`config.mk`:
```
export PLATFORM = sky130hd
export DESIGN_NAME = dht11_read_sequencer
export DESIGN_NICKNAME = d
export VERILOG_FILES = /design/src/rtl/dht11_pkg.sv /design/src/rtl/dht11_us_tick.sv /design/src/rtl/dht11_read_sequencer.sv
export SDC_FILE = /design/constraint.sdc
export NUM_CORES = 1
export LEC_CHECK = 0
export CAP_MARGIN = 20
export CORE_UTILIZATION = 40
export CTS_CLUSTER_SIZE = 14
export DETAILED_ROUTE_END_ITERATION = 8
export PLACE_DENSITY = 0.58
export SLEW_MARGIN = 20
export SYNTH_ARGS = -nofsm -noshare
export SYNTH_HDL_FRONTEND = slang
export SYNTH_SLANG_ARGS = --single-unit
```
`constraint.sdc`:
```
create_clock -name clk -period 5.2 [get_ports clk]
set_clock_uncertainty 0.15 [all_clocks]
set_input_delay 1.04 -clock clk [delete_from_list [all_inputs] [get_ports clk]]
set_output_delay 1.04 -clock clk [all_outputs]
set_load 0.005 [all_outputs]
```
`src/rtl/dht11_pkg.sv`:
```
// Shared definitions for the DHT11 read sequencer.
//   state_e            : sequencer FSM states (IDLE..HOLDOFF)
//   ERR_*              : err_code values reported on a failed transaction
//   *_LSB              : bit positions of the fields inside the 40-bit frame
//   frame_chk_ok()     : checksum test on a received frame
package dht11_pkg;

  localparam int US_CNT_W = 20;

  typedef enum logic [3:0] {
    IDLE      = 4'd0,
    START_LOW = 4'd1,
    RELEASE   = 4'd2,
    RESP_LOW  = 4'd3,
    RESP_HIGH = 4'd4,
    RECEIVE   = 4'd5,
    CHECK     = 4'd6,
    FAIL      = 4'd7,
    HOLDOFF   = 4'd8
  } state_e;

  localparam logic [1:0] ERR_NONE    = 2'b00;
  localparam logic [1:0] ERR_RESP    = 2'b01;
  localparam logic [1:0] ERR_TIMEOUT = 2'b10;
  localparam logic [1:0] ERR_CHKSUM  = 2'b11;

  // Frame layout {hum_int, hum_dec, tmp_int, tmp_dec, chk}, 8 bits each.
  localparam int HUM_INT_LSB = 32;
  localparam int HUM_DEC_LSB = 24;
  localparam int TMP_INT_LSB = 16;
  localparam int TMP_DEC_LSB = 8;
  localparam int CHK_LSB     = 0;

  // Checksum is the low byte of the sum of the four data bytes.
  function automatic logic frame_chk_ok(input logic [39:0] frame);
    logic [7:0] sum;
    sum = frame[HUM_INT_LSB +: 8] + frame[HUM_DEC_LSB +: 8] +
          frame[TMP_INT_LSB +: 8] + frame[TMP_DEC_LSB +: 8];
    return sum == frame[CHK_LSB +: 8];
  endfunction

endpackage

```
`src/rtl/dht11_us_tick.sv`:
```
// Free-running microsecond prescaler.
//   clk     in  system clock
//   rst     in  synchronous reset, active-low (clears the prescaler)
//   us_tick out one-cycle pulse every TICKS_PER_US clocks
module dht11_us_tick #(
  parameter int TICKS_PER_US = 50
) (
  input  logic clk,
  input  logic rst,
  output logic us_tick
);

  localparam int CW = (TICKS_PER_US > 1) ? $clog2(TICKS_PER_US) : 1;
  localparam logic [CW-1:0] LAST = CW'(TICKS_PER_US - 1);

  logic [CW-1:0] cnt_q, cnt_d;

  always_comb begin
    cnt_d = cnt_q + 1'b1;
    if (cnt_q == LAST) cnt_d = '0;
  end

  always_ff @(posedge clk) begin
    if (!rst) cnt_q <= '0;
    else      cnt_q <= cnt_d;
  end

  assign us_tick = (cnt_q == LAST);

endmodule

```
`src/rtl/dht11_read_sequencer.sv`:
```
// Sequences one DHT11 read: host start pulse, sensor response qualification,
// receiver arming, checksum validation and the minimum re-read holdoff.
//   clk        in   system clock
//   rst        in   synchronous reset, active-low
//   start_req  in   one-cycle request for a new reading (ignored while busy)
//   dht_in     in   raw bus level, asynchronous
//   dht_oe     out  1 = drive bus low, 0 = release
//   rx_start   out  one-cycle pulse arming the bit receiver
//   rx_done    in   one-cycle pulse: receiver frame complete
//   rx_data    in   40-bit frame, valid with rx_done
//   busy       out  high from accepted request until holdoff ends
//   hum, temp  out  {int,dec} results, updated only on a good frame
//   valid      out  one-cycle pulse: hum/temp just updated
//   err        out  one-cycle pulse: transaction failed
//   err_code   out  reason of the last failure, held until the next one
//   dbg_state  out  current FSM state
//
// Handshake: start_req, rx_start, rx_done, valid and err are single-cycle
// strobes with no back-pressure; a strobe is acted on only in the state that
// expects it and is otherwise dropped, never queued.
module dht11_read_sequencer
  import dht11_pkg::*;
#(
  parameter int TICKS_PER_US     = 50,
  parameter int START_LOW_US     = 18000,
  parameter int RESP_TIMEOUT_US  = 100,
  parameter int RESP_MIN_US      = 40,
  parameter int RESP_MAX_US      = 120,
  parameter int FRAME_TIMEOUT_US = 6000,
  parameter int HOLDOFF_US       = 1000000
) (
  input  logic        clk,
  input  logic        rst,
  input  logic        start_req,
  input  logic        dht_in,
  output logic        dht_oe,
  output logic        rx_start,
  input  logic        rx_done,
  input  logic [39:0] rx_data,
  output logic        busy,
  output logic [15:0] hum,
  output logic [15:0] temp,
  output logic        valid,
  output logic        err,
  output logic [1:0]  err_code,
  output logic [3:0]  dbg_state
);

  localparam logic [US_CNT_W-1:0] START_LOW_CNT     = US_CNT_W'(START_LOW_US);
  localparam logic [US_CNT_W-1:0] RESP_TIMEOUT_CNT  = US_CNT_W'(RESP_TIMEOUT_US);
  localparam logic [US_CNT_W-1:0] RESP_MIN_CNT      = US_CNT_W'(RESP_MIN_US);
  localparam logic [US_CNT_W-1:0] RESP_MAX_CNT      = US_CNT_W'(RESP_MAX_US);
  localparam logic [US_CNT_W-1:0] FRAME_TIMEOUT_CNT = US_CNT_W'(FRAME_TIMEOUT_US);
  localparam logic [US_CNT_W-1:0] HOLDOFF_CNT       = US_CNT_W'(HOLDOFF_US);

  logic us_tick;

  dht11_us_tick #(.TICKS_PER_US(TICKS_PER_US)) u_us_tick (
    .clk     (clk),
    .rst     (rst),
    .us_tick (us_tick)
  );

  state_e                state_q, state_d;
  logic                  sync1_q, sync2_q, line_prev_q;
  logic [US_CNT_W-1:0]   us_cnt_q, us_cnt_d;
  logic [39:0]           frame_q, frame_d;
  logic [1:0]            fail_code_q, fail_code_d;
  logic                  dht_oe_q, dht_oe_d;
  logic                  rx_start_q, rx_start_d;
  logic                  busy_q, busy_d;
  logic [15:0]           hum_q, hum_d, temp_q, temp_d;
  logic                  valid_q, valid_d, err_q, err_d;
  logic [1:0]            err_code_q, err_code_d;

  logic line_rise, line_fall, in_window;

  always_comb begin
    line_rise = sync2_q & ~line_prev_q;
    line_fall = ~sync2_q & line_prev_q;
    in_window = (us_cnt_q >= RESP_MIN_CNT) && (us_cnt_q <= RESP_MAX_CNT);

    state_d     = state_q;
    frame_d     = frame_q;
    fail_code_d = fail_code_q;

    case (state_q)
      IDLE: begin
        if (start_req) state_d = START_LOW;
      end
      START_LOW: begin
        if (us_cnt_q == START_LOW_CNT) state_d = RELEASE;
      end
      RELEASE: begin
        // Waiting for a falling edge rather than a low level skips the few
        // cycles where the synchronizer still shows our own start pulse.
        if (line_fall) begin
          state_d = RESP_LOW;
        end else if (us_cnt_q == RESP_TIMEOUT_CNT) begin
          state_d     = FAIL;
          fail_code_d = ERR_RESP;
        end
      end
      RESP_LOW: begin
        if (line_rise) begin
          if (in_window) begin
            state_d = RESP_HIGH;
          end else begin
            state_d     = FAIL;
            fail_code_d = ERR_RESP;
          end
        end else if (us_cnt_q > RESP_MAX_CNT) begin
          state_d     = FAIL;
          fail_code_d = ERR_RESP;
        end
      end
      RESP_HIGH: begin
        if (line_fall) begin
          if (in_window) begin
            state_d = RECEIVE;
          end else begin
            state_d     = FAIL;
            fail_code_d = ERR_RESP;
          end
        end else if (us_cnt_q > RESP_MAX_CNT) begin
          state_d     = FAIL;
          fail_code_d = ERR_RESP;
        end
      end
      RECEIVE: begin
        // rx_done takes priority over a timeout on the same cycle.
        if (rx_done) begin
          state_d = CHECK;
          frame_d = rx_data;
        end else if (us_cnt_q == FRAME_TIMEOUT_CNT) begin
          state_d     = FAIL;
          fail_code_d = ERR_TIMEOUT;
        end
      end
      CHECK: begin
        if (frame_chk_ok(frame_q)) begin
          state_d = HOLDOFF;
        end else begin
          state_d     = FAIL;
          fail_code_d = ERR_CHKSUM;
        end
      end
      FAIL: begin
        state_d = HOLDOFF;
      end
      HOLDOFF: begin
        if (us_cnt_q == HOLDOFF_CNT) state_d = IDLE;
      end
      default: begin
        state_d = IDLE;
      end
    endcase

    // us_cnt restarts on every state change and saturates at all-ones.
    us_cnt_d = us_cnt_q;
    if (state_d != state_q)                 us_cnt_d = '0;
    else if (us_tick && (us_cnt_q != '1))   us_cnt_d = us_cnt_q + 1'b1;

    // Outputs are registered from the next state so they line up with it.
    dht_oe_d   = (state_d == START_LOW);
    rx_start_d = (state_d == RECEIVE) && (state_q != RECEIVE);
    busy_d     = (state_d != IDLE);
    valid_d    = (state_q == CHECK) && (state_d == HOLDOFF);
    err_d      = (state_q == FAIL);
    hum_d      = valid_d ? frame_q[HUM_DEC_LSB +: 16] : hum_q;
    temp_d     = valid_d ? frame_q[TMP_DEC_LSB +: 16] : temp_q;
    err_code_d = err_d ? fail_code_q : err_code_q;
  end

  always_ff @(posedge clk) begin
    if (!rst) begin
      state_q     <= IDLE;
      sync1_q     <= 1'b1;
      sync2_q     <= 1'b1;
      line_prev_q <= 1'b1;
      us_cnt_q    <= '0;
      frame_q     <= '0;
      fail_code_q <= ERR_NONE;
      dht_oe_q    <= 1'b0;
      rx_start_q  <= 1'b0;
      busy_q      <= 1'b0;
      hum_q       <= '0;
      temp_q      <= '0;
      valid_q     <= 1'b0;
      err_q       <= 1'b0;
      err_code_q  <= ERR_NONE;
    end else begin
      state_q     <= state_d;
      sync1_q     <= dht_in;
      sync2_q     <= sync1_q;
      line_prev_q <= sync2_q;
      us_cnt_q    <= us_cnt_d;
      frame_q     <= frame_d;
      fail_code_q <= fail_code_d;
      dht_oe_q    <= dht_oe_d;
      rx_start_q  <= rx_start_d;
      busy_q      <= busy_d;
      hum_q       <= hum_d;
      temp_q      <= temp_d;
      valid_q     <= valid_d;
      err_q       <= err_d;
      err_code_q  <= err_code_d;
    end
  end

  assign dht_oe    = dht_oe_q;
  assign rx_start  = rx_start_q;
  assign busy      = busy_q;
  assign hum       = hum_q;
  assign temp      = temp_q;
  assign valid     = valid_q;
  assign err       = err_q;
  assign err_code  = err_code_q;
  assign dbg_state = state_q;

endmodule
```
==> results of run 1 <==
layer usage:
metal | wire length, um | part of all wire, % | global-route usage, % | up-vias
met5 | 0 | 0 | 0 | -
met4 | 231 | 1.4 | 9.53 | 0
met3 | 820 | 5.1 | 4.98 | 22
met2 | 7120 | 44 | 33.9 | 161
met1 | 7980 | 49 | 32.0 | 2605
li1 | - | - | - | 2688
stage by stage:
stage	area [um2]	hold WS, ns
floorplan	5850	0.236
global placement	6810	0.258
detailed placement	6810	0.248
CTS	7370	0.261
global route	7380	0.281
finish	7380	0.262
critical path: stages (launching register included):
cell and delay (ns):
dfxtp_1 0.33, fa_1 0.54, inv_1 0.05, fa_1 0.49, inv_1 0.04, ha_1 0.22, fa_1 0.40, a21o_1 0.19
a21oi_1 0.20, o21ai_0 0.15, xnor2_1 0.20, or4_1 0.64, a21boi_1 0.22, buf_4 0.32, nor3_1 0.11
cell usage in the layout (no fill, tap or decap), drive strengths merged, types with 11 or more instances in the layout:
| cell type | count |
|---|---|
| clkbuf | 22 |
| inv | 24 |
| o21ai | 18 |
| nand3 | 16 |
| nor2 | 24 |
| dfxtp | 114 |
| xnor2 | 14 |
| nand2 | 169 |
| fa | 14 |
| nand4 | 22 |
| a21oi | 100 |
| clkdlybuf4s50 | 87 |
| ha | 11 |
| or3 | 11 |
| nor3 | 32 |
final cells by class:
class                   count  area [um2]
clock buffers              22         484
clock inverters             9        81.3
fillers                  1365        6720
inverters                  24        90.1
multi-input cells         544        3270
flip-flops and latches    114        2280
well taps                 180         225
repair buffers             97         946
final timing paths:
| kind | slack [ns] | to |
|---|---|---|
| max | 0.79 | us_cnt_q[10] |
| min | 0.26 | sync2_q |
| max reg2reg | 0.79 | us_cnt_q[10] |
| min reg2reg | 0.26 | sync2_q |
sequential cells by signal, summed over array words and instances, names as in the netlist, 2 cells and up:
register / cells
frame_q: 40
us_cnt_q: 20
hum: 16
temp: 16
u_us_tick.cnt_q: 6
dbg_state: 4
err_code: 2
fail_code_q: 2
power by group through the flow:
stage                     registers (uW)  logic, uW  clock network [uW]
after floorplan                      900       39.1                   0
after CTS                            884       85.6                1130
after global placement               902       84.1                   0
after detailed placement             902       85.1                   0
final                                884       87.3                1110
after global routing                 884       93.5                1170
cell families (layout without fill, tap and decap cells):
family	after synthesis	in the layout	synth area share (%)
AOI/OAI and AO/OA	160	160	15.9
and+or+nand+nor	334	334	28.7
muxes	2	2	0.342
DFF	114	114	39.0
buffers and inverters	73	152	5.46
xor gates and xnor gates	23	23	3.44
adders and majority gates	25	25	7.15
==> flow_metrics.env, run 1 <==
export IMPL_ir_drop_v=0.000219
export IMPL_grt_pass1_vias=5291
export IMPL_critPathMaxFanout=20
export IMPL_area_growth_synth_to_final_pct=26.2
export IMPL_pwr_share_comb_pct=4.2
export IMPL_drc=0
export IMPL_grt_max_degree=41
export IMPL_pin_count=88
export IMPL_hpwl_um=11300
export IMPL_clk_latency_ns=0.41
export IMPL_maxSlewViolCount=0
export IMPL_coreArea_mm2=0.0141
export IMPL_status="complete, no violations"
export IMPL_finish_utilization_pct=52.4
export IMPL_power_switching_uw=454
export IMPL_timing_final_ws_setup_ns=0.791
export IMPL_timing_critical_path_from="frame_q[9]"
export IMPL_fp_dieArea_mm2=0.0151
export IMPL_cp_required_ns=5.33
export IMPL_timing_rr_start="frame_q[9]"
export IMPL_crit_arrival_ns=4.54
export IMPL_critPathLaunchType="flop"
export IMPL_yosys_top_cells_area="dfxtp_1 39%, nand2_1 11%, a21oi_1 8.6%, fa_1 4.8%, ha_1 2.4%"
export IMPL_hp_start="sync1_q"
export IMPL_p_per_area_mw_per_mm2=282
export IMPL_synth_most_common_cell="nand2_1"
export IMPL_nets=868
export IMPL_critPathKind="reg2reg"
export IMPL_tns_ns=0
export IMPL_grt_remaining_overflow=0
export IMPL_die_h_um=123
export IMPL_start_util_pct=41.5
export IMPL_fmax_mhz=227
export IMPL_syn_area_per_cell_um2=8.00
export IMPL_switching_share_pct=21.8
export IMPL_drt_initial_drc_count=345
export IMPL_clock_sinks=114
export IMPL_postCtsSetupRepairBufs=0
export IMPL_diodes=0
export IMPL_fin_cells=990
export IMPL_power_total_uw=2080
export IMPL_antenna_found_initial=0
export IMPL_leakagePower_uw=0.00263
export IMPL_p_seq_share_pct=42.5
export IMPL_drive_gt1_share_pct=7.53
export IMPL_pre_cts_ws_ns=0.816
export IMPL_synthDistinctLibCells=65
export IMPL_rows=43
export IMPL_via_per_inst=5.53
export IMPL_grt_usage_pct=22.9
export IMPL_synthCells=731
export IMPL_cts_max_level=4
export IMPL_drt_wirelength_per_cell_um=16.3
export IMPL_syn_area_mm2=0.00585
export IMPL_maxCapViolations=0
export IMPL_clockPowerShare_pct=53.3
export IMPL_grt_pass1_wl_um=26400
export IMPL_numPortBuffers=87
export IMPL_reg2reg_depth=14
export IMPL_cts_buffer_depth=2
export IMPL_end_kind="flop"
export IMPL_fin_crit_ns=4.41
export IMPL_die_w_um=123
export IMPL_p_int_uw=1630
export IMPL_dr_pass1_iters=7
export IMPL_finalWirelength_um=16200
export IMPL_ctsResizeCount=0
export IMPL_numCtsBuffers=17
export IMPL_cts_tree="yes"
export IMPL_syn_nets=801
export IMPL_fin_crit_sh_pct=84.8
export IMPL_synth_async_sr_flop_share_pct=0
export IMPL_rsz0062_at_grt="false"
export IMPL_place_congestion=0.906
export IMPL_hold_violations=0
export IMPL_yosys_top_cells_count="169 x nand2_1, 114 x dfxtp_1, 100 x a21oi_1"
export IMPL_hold_depth=1
export IMPL_vias=5476
export IMPL_ys_seq_area_share_pct=39.0
export IMPL_cts_hold_buf=0
export IMPL_slew_headroom_pct=26.4
export IMPL_synthFlopType="dfxtp_1"
export IMPL_yosys_register_bits=114
export IMPL_synth_edf_count=0
export IMPL_worst_pin_slew_ns=1.10
export IMPL_ant_nets=0
export IMPL_cts_clk_slew_worst_paths_ns=0.05
export IMPL_root_buffer="clkbuf_16"
export IMPL_placedCellCount=959
export IMPL_worstHoldPathType="reg2reg"
export IMPL_yosysWarnings=0
export IMPL_synth_top_cell_area_share_pct=39.0
export IMPL_synth_top_area_cell="dfxtp_1"
export IMPL_setup_violations=0
No activity file was read; power rests on OpenSTA's default activity.
==> run 2, diff against run 1 <==
- PLACE_DENSITY: 0.58 -> 0.6
- clock period: 5.2 -> 3.78 ns (I/O delays scaled with it)
==> run 2 against run 1 <==
Critical path type unchanged. Highest routed layer unchanged. Global-route usage is 0.60 points higher. Non-clock buffer count is 32 higher. The run now ends with setup timing left. First-iteration DRC count is 27% higher. Routed wire length is 8.7% higher. Combinational power is 42% higher. Setup slack worse by 1.0 ns. Sequential share of layout area is 3.1 points lower. Fmax is 11% higher. Register-to-register slack worse by 1.0 ns. Via count is 2.8% higher. Power is 40% higher. Final cell count is 3.3% higher.
==> flow_metrics.env, run 2 (synthesis results as in run 1) <==
export IMPL_status="finished with violations"
export IMPL_violations="setup timing"
export IMPL_p_per_area_mw_per_mm2=356
export IMPL_cts_max_level=4
export IMPL_diodes=0
export IMPL_grt_usage_pct=23.5
export IMPL_cts_tree="yes"
export IMPL_finalWirelength_um=17600
export IMPL_critPathKind="reg2reg"
export IMPL_maxCapViolations=0
export IMPL_mostFrequentLayoutCells="143 x nand2_1, 113 x dfxtp_1, 87 x clkdlybuf4s50_1"
export IMPL_nets=900
export IMPL_end_kind="flop"
export IMPL_area_growth_synth_to_final_pct=40.1
export IMPL_drt_initial_drc_count=439
export IMPL_rsz0062_at_grt="true"
export IMPL_cts_buffer_depth=2
export IMPL_p_int_uw=2250
export IMPL_power_total_uw=2920
export IMPL_reg_largest_list="frame_q (40), us_cnt_q (20)"
export IMPL_power_switching_uw=667
export IMPL_dr_pass1_iters=5
export IMPL_critPathMaxFanout=10
export IMPL_grt_pass1_wl_um=27000
export IMPL_pin_count=88
export IMPL_timing_final_ws_setup_ns=-0.210
export IMPL_drive_gt1_share_pct=19.6
export IMPL_fmax_mhz=251
export IMPL_pwr_share_comb_pct=4.3
export IMPL_vias=5630
export IMPL_start_util_pct=41.5
export IMPL_hpwl_um=11600
export IMPL_grt_remaining_overflow=0
export IMPL_critPathLaunchType="flop"
export IMPL_clockPowerShare_pct=54.0
export IMPL_antenna_found_initial=0
export IMPL_clk_latency_ns=0.43
export IMPL_ir_drop_v=0.000311
export IMPL_grt_pass1_vias=5312
export IMPL_numPortBuffers=87
export IMPL_hold_violations=0
export IMPL_regMostFlops="frame_q"
export IMPL_coreArea_mm2=0.0141
export IMPL_worst_pin_slew_ns=0.939
export IMPL_crit_arrival_ns=4.15
export IMPL_p_seq_share_pct=41.7
export IMPL_largest_reg_flops=40
export IMPL_drc=0
export IMPL_setup_violations=60
export IMPL_maxSlewViolCount=0
export IMPL_fin_crit_ns=3.99
export IMPL_die_w_um=123
export IMPL_fin_crit_sh_pct=106
export IMPL_max_stage_delay_ns=0.55
export IMPL_slew_headroom_pct=37.1
export IMPL_drt_wirelength_per_cell_um=17.2
export IMPL_rows=43
export IMPL_switching_share_pct=22.9
export IMPL_fp_dieArea_mm2=0.0151
export IMPL_ant_nets=0
export IMPL_place_congestion=0.886
export IMPL_leakagePower_uw=0.00313
export IMPL_final_common_cell="nand2_1"
export IMPL_numCtsBuffers=17
export IMPL_cp_cell_sequence="fa_1 -> inv_2 -> fa_1 -> inv_1 -> ha_2 -> fa_2 -> xor2_1 -> a2111oi_1 -> o2111ai_1 -> buf_4 -> o311ai_4 -> buf_6 -> o211a_4 -> buf_12 -> nor3_1"
export IMPL_crit_top_cell="fa_1"
export IMPL_via_per_inst=5.50
export IMPL_grt_max_degree=56
export IMPL_cts_clk_slew_worst_paths_ns=0.06
export IMPL_clock_sinks=114
export IMPL_root_buffer="clkbuf_16"
export IMPL_worstHoldPathType="reg2reg"
export IMPL_fillers=1252
export IMPL_finish_utilization_pct=58.1
export IMPL_cp_required_ns=3.94
export IMPL_slowest_stage="fa_1"
export IMPL_die_h_um=123
-- run 2: cell types whose count changed in the layout (fill, tap and decap cells not counted), sizes merged --
cell / delta
clkinvlp: +1
clkinv: -2
clkbuf: +3
inv: +2
buf: +29
-- run 2: worst paths after layout --
check                   from          end  slack, ns  depth (start not counted)
setup reg to reg  frame_q[9]  us_cnt_q[8]      -0.21                         15
hold / removal       sync1_q      sync2_q       0.27                          1
hold reg to reg      sync1_q      sync2_q       0.27                          1
setup / recovery  frame_q[9]  us_cnt_q[8]      -0.21                         15
-- run 2: area by class of cell --
class,count,area (um2),share of cell area (%)
clock buffer,22,484,5.91
clock inverter,10,100,1.22
multi-input combinational,544,3640,44.4
tap,180,225,2.75
inverter,24,90.1,1.10
timing repair buffer,129,1370,16.8
sequential,114,2280,27.9
-- run 2: worst max-delay path, delay by kind of cell, from the launching register on --
| kind | cells | cell delay, ns |
|---|---|---|
| xor+xnor | 1 | 0.06 |
| simple gates | 1 | 0.05 |
| compound gates | 4 | 0.93 |
| buf+inv | 5 | 0.58 |
| fa+ha+maj | 4 | 1.74 |
| flops | 1 | 0.33 |
-- run 2: repair_timing --
action	4_1_cts	5_1_grt
gates resized for setup	24	84
hold buffers	0	0
cloned	3	3
buffers inserted	2	0
endpoints found under the setup margin	60	62
pin swaps	6	44
-- run 2: layer usage --
| metal | up-vias | routed length (um) | track usage [%] |
|---|---|---|---|
| met5 | - | 0 | 0 |
| li1 | 2744 | - | - |
| met2 | 177 | 7960 | 34.9 |
| met1 | 2682 | 8210 | 32.4 |
| met4 | 0 | 314 | 8.84 |
| met3 | 27 | 1070 | 6.04 |
-- run 2: power by group through the flow --
stage	sequential (uW)	combinational, uW	clock, uW
global route	1220	133	1660
detailed placement	1240	118	0
CTS	1220	119	1590
floorplan	1240	53.9	0
global placement	1240	117	0
finish	1220	124	1580
-- run 2: metrics by stage --
stage | area, um2 | setup slack (ns) | TNS (ns) | hold WS [ns] | std cells
final | 8200 | -0.210 | -9.01 | 0.272 | 1023
after CTS | 7790 | -0.148 | -6.61 | 0.275 | 1020
after floorplan | 5920 | -0.104 | -3.04 | 0.236 | 731
after detailed placement | 7050 | -0.310 | -13.38 | 0.266 | 983
after global placement | 7050 | -0.216 | -9.21 | 0.262 | 983
after global routing | 8200 | -0.330 | -16.78 | 0.329 | 1023
==> run 3, diff against run 2 <==
- CORE_MARGIN: not set -> 2
==> run 3 against run 2 <==
The flow still finishes with violations (setup timing). Worst hold slack improved by 0.010 ns. Routed wire length is 3.9% lower. Setup slack gained 0.053 ns. Sequential cell count is the same. Register-to-register slack better by 0.05 ns. Highest routed layer unchanged. Power grew 0.76%. Utilization decreased by 2.9 points. Design area down 2.8%. Via count is 0.55% higher. Combinational power shrank 5%. Sequential power hardly changed. Largest power group unchanged. Global-route usage down 2.0 points.
==> flow_metrics.env, run 3 (synthesis results as in run 1) <==
export IMPL_r2r_slack_ns=-0.16
export IMPL_via_per_inst=5.51
export IMPL_timing_rr_end="temp[7]"
export IMPL_crit_end="temp[7]"
export IMPL_finalWirelength_um=16900
export IMPL_start_util_pct=40.5
export IMPL_cp_cell_sequence="fa_1 -> inv_1 -> fa_1 -> inv_1 -> ha_2 -> fa_2 -> a21o_1 -> a21oi_2 -> xnor2_1 -> o2111ai_1 -> or4_4 -> buf_12 -> buf_16 -> nand2_2 -> a21oi_1"
export IMPL_setup_violations=59
export IMPL_drive_gt1_share_pct=15.7
export IMPL_maxSlewViolCount=0
export IMPL_ant_nets=0
export IMPL_mostFrequentLayoutCells="155 x nand2_1, 113 x dfxtp_1, 87 x a21oi_1, 87 x clkdlybuf4s50_1, 28 x buf_4"
export IMPL_path_depth=15
export IMPL_pre_cts_ws_ns=-0.287
export IMPL_rsz0062_at_grt="true"
export IMPL_worst_pin_slew_ns=0.990
export IMPL_status="finished with violations"
export IMPL_drt_wirelength_per_cell_um=16.4
export IMPL_cts_max_level=4
export IMPL_final_common_cell="nand2_1"
export IMPL_vias=5661
export IMPL_largest_reg_flops=40
export IMPL_cts_tree="yes"
export IMPL_hpwl_um=11100
export IMPL_grt_remaining_overflow=0
export IMPL_ir_drop_v=0.000315
export IMPL_grt_pass1_wl_um=27000
export IMPL_crit_buf_inv=4
export IMPL_root_buffer="clkbuf_16"
export IMPL_rows=44
export IMPL_cts_clk_slew_worst_paths_ns=0.06
export IMPL_grt_max_degree=52
export IMPL_fp_dieArea_mm2=0.0156
export IMPL_maxCapViolations=0
export IMPL_slowest_stage="or4_4"
export IMPL_place_congestion=0.931
export IMPL_antenna_found_initial=0
export IMPL_clk_latency_ns=0.42
export IMPL_cts_hold_buf=0
export IMPL_fmax_mhz=254
export IMPL_max_stage_delay_ns=0.56
export IMPL_drt_initial_drc_count=491
export IMPL_coreArea_mm2=0.0144
export IMPL_timing_critical_path_from="frame_q[9]"
export IMPL_p_per_area_mw_per_mm2=369
export IMPL_end_kind="flop"
export IMPL_critPathLaunchType="flop"
export IMPL_critPathKind="reg2reg"
export IMPL_cp_required_ns=3.89
export IMPL_placedCellCount=985
export IMPL_grt_usage_pct=21.4
export IMPL_timing_rr_start="frame_q[9]"
export IMPL_critPathMaxFanout=8
export IMPL_reg2reg_depth=15
export IMPL_area_growth_synth_to_final_pct=36.3
export IMPL_critical_path_top_delay_family="adder cells"
export IMPL_die_w_um=125
export IMPL_leakagePower_uw=0.00290
export IMPL_drc=0
export IMPL_hold_violations=0
export IMPL_worstHoldPathType="reg2reg"
export IMPL_dr_pass1_iters=6
export IMPL_nets=901
export IMPL_pin_count=88
export IMPL_numCtsBuffers=17
export IMPL_clock_sinks=114
export IMPL_power_total_uw=2940
export IMPL_crit_arrival_ns=4.05
export IMPL_cts_buffer_depth=2
export IMPL_die_h_um=125
export IMPL_diodes=0
export IMPL_timing_final_ws_setup_ns=-0.156
export IMPL_regMostFlops="frame_q"
export IMPL_slew_headroom_pct=33.7
export IMPL_numPortBuffers=87
export IMPL_violations="setup timing"
export IMPL_fin_cells=1027
export IMPL_reg_largest_list="frame_q (40), us_cnt_q (20)"
export IMPL_fin_crit_sh_pct=104
export IMPL_fin_crit_ns=3.94
export IMPL_grt_pass1_vias=5377
run 3: cell types whose count changed in the layout (fill, tap and decap cells not counted), sizes merged:
| cell | delta |
|---|---|
| clkbuf | -3 |
| buf | +2 |
| clkinvlp | -2 |
| bufinv | +1 |
| clkinv | +2 |
run 3: per-stage QoR:
step                util (%)  hold slack, ns  area [um2]  setup TNS [ns]
finish                  55.2           0.282        7970           -5.89
global placement        48.8           0.254        7040           -8.63
global route            55.2           0.309        7970          -15.00
CTS                     53.8           0.292        7770          -10.33
floorplan                  -           0.236        5920           -3.04
detailed placement      48.8           0.274        7040          -12.69
run 3: layer usage:
layer | global-route usage [%] | wire length (um) | vias up
met5 | 0 | 0 | -
met4 | 8.63 | 303 | 0
met3 | 4.55 | 1050 | 25
met2 | 31.5 | 7470 | 192
met1 | 30.7 | 8060 | 2696
li1 | - | - | 2748
run 3: worst min-delay path by stage:
stage              end     from  depth (start not counted)  slack [ns]
2_1_floorplan  sync2_q  sync1_q                          1        0.24
3_3_place_gp   sync2_q  sync1_q                          1        0.25
3_5_place_dp   sync2_q  sync1_q                          1        0.27
4_1_cts        sync2_q  sync1_q                          1        0.29
5_1_grt        sync2_q  sync1_q                          1        0.31
6_report       sync2_q  sync1_q                          1        0.28
run 3: final cells by class:
type,instances,area [um2]
Clock inverter,11,129
Multi-Input combinational cell,544,3400
Timing Repair Buffer,130,1370
Clock buffer,20,467
Inverter,24,90.1
Sequential cell,114,2280
Tap cell,184,230
Fill cell,1321,6450
run 3: what timing repair did:
item                                    4_1_cts  5_1_grt
endpoints found under the setup margin       61       62
setup buffers                                 3        2
pin swaps                                     7       15
gates cloned                                  2        4
endpoints found under the hold margin         0        0
resized for setup                            14       40
run 3: power breakdown:
part | internal (uW) | switching [uW] | total (uW) | leakage [uW]
Combinational | 61.8 | 56.4 | 118 | 0.00169
Clock | 1020 | 582 | 1600 | 0.000289
Sequential | 1210 | 7.19 | 1220 | 0.000920
Total | 2290 | 646 | 2940 | 0.00290
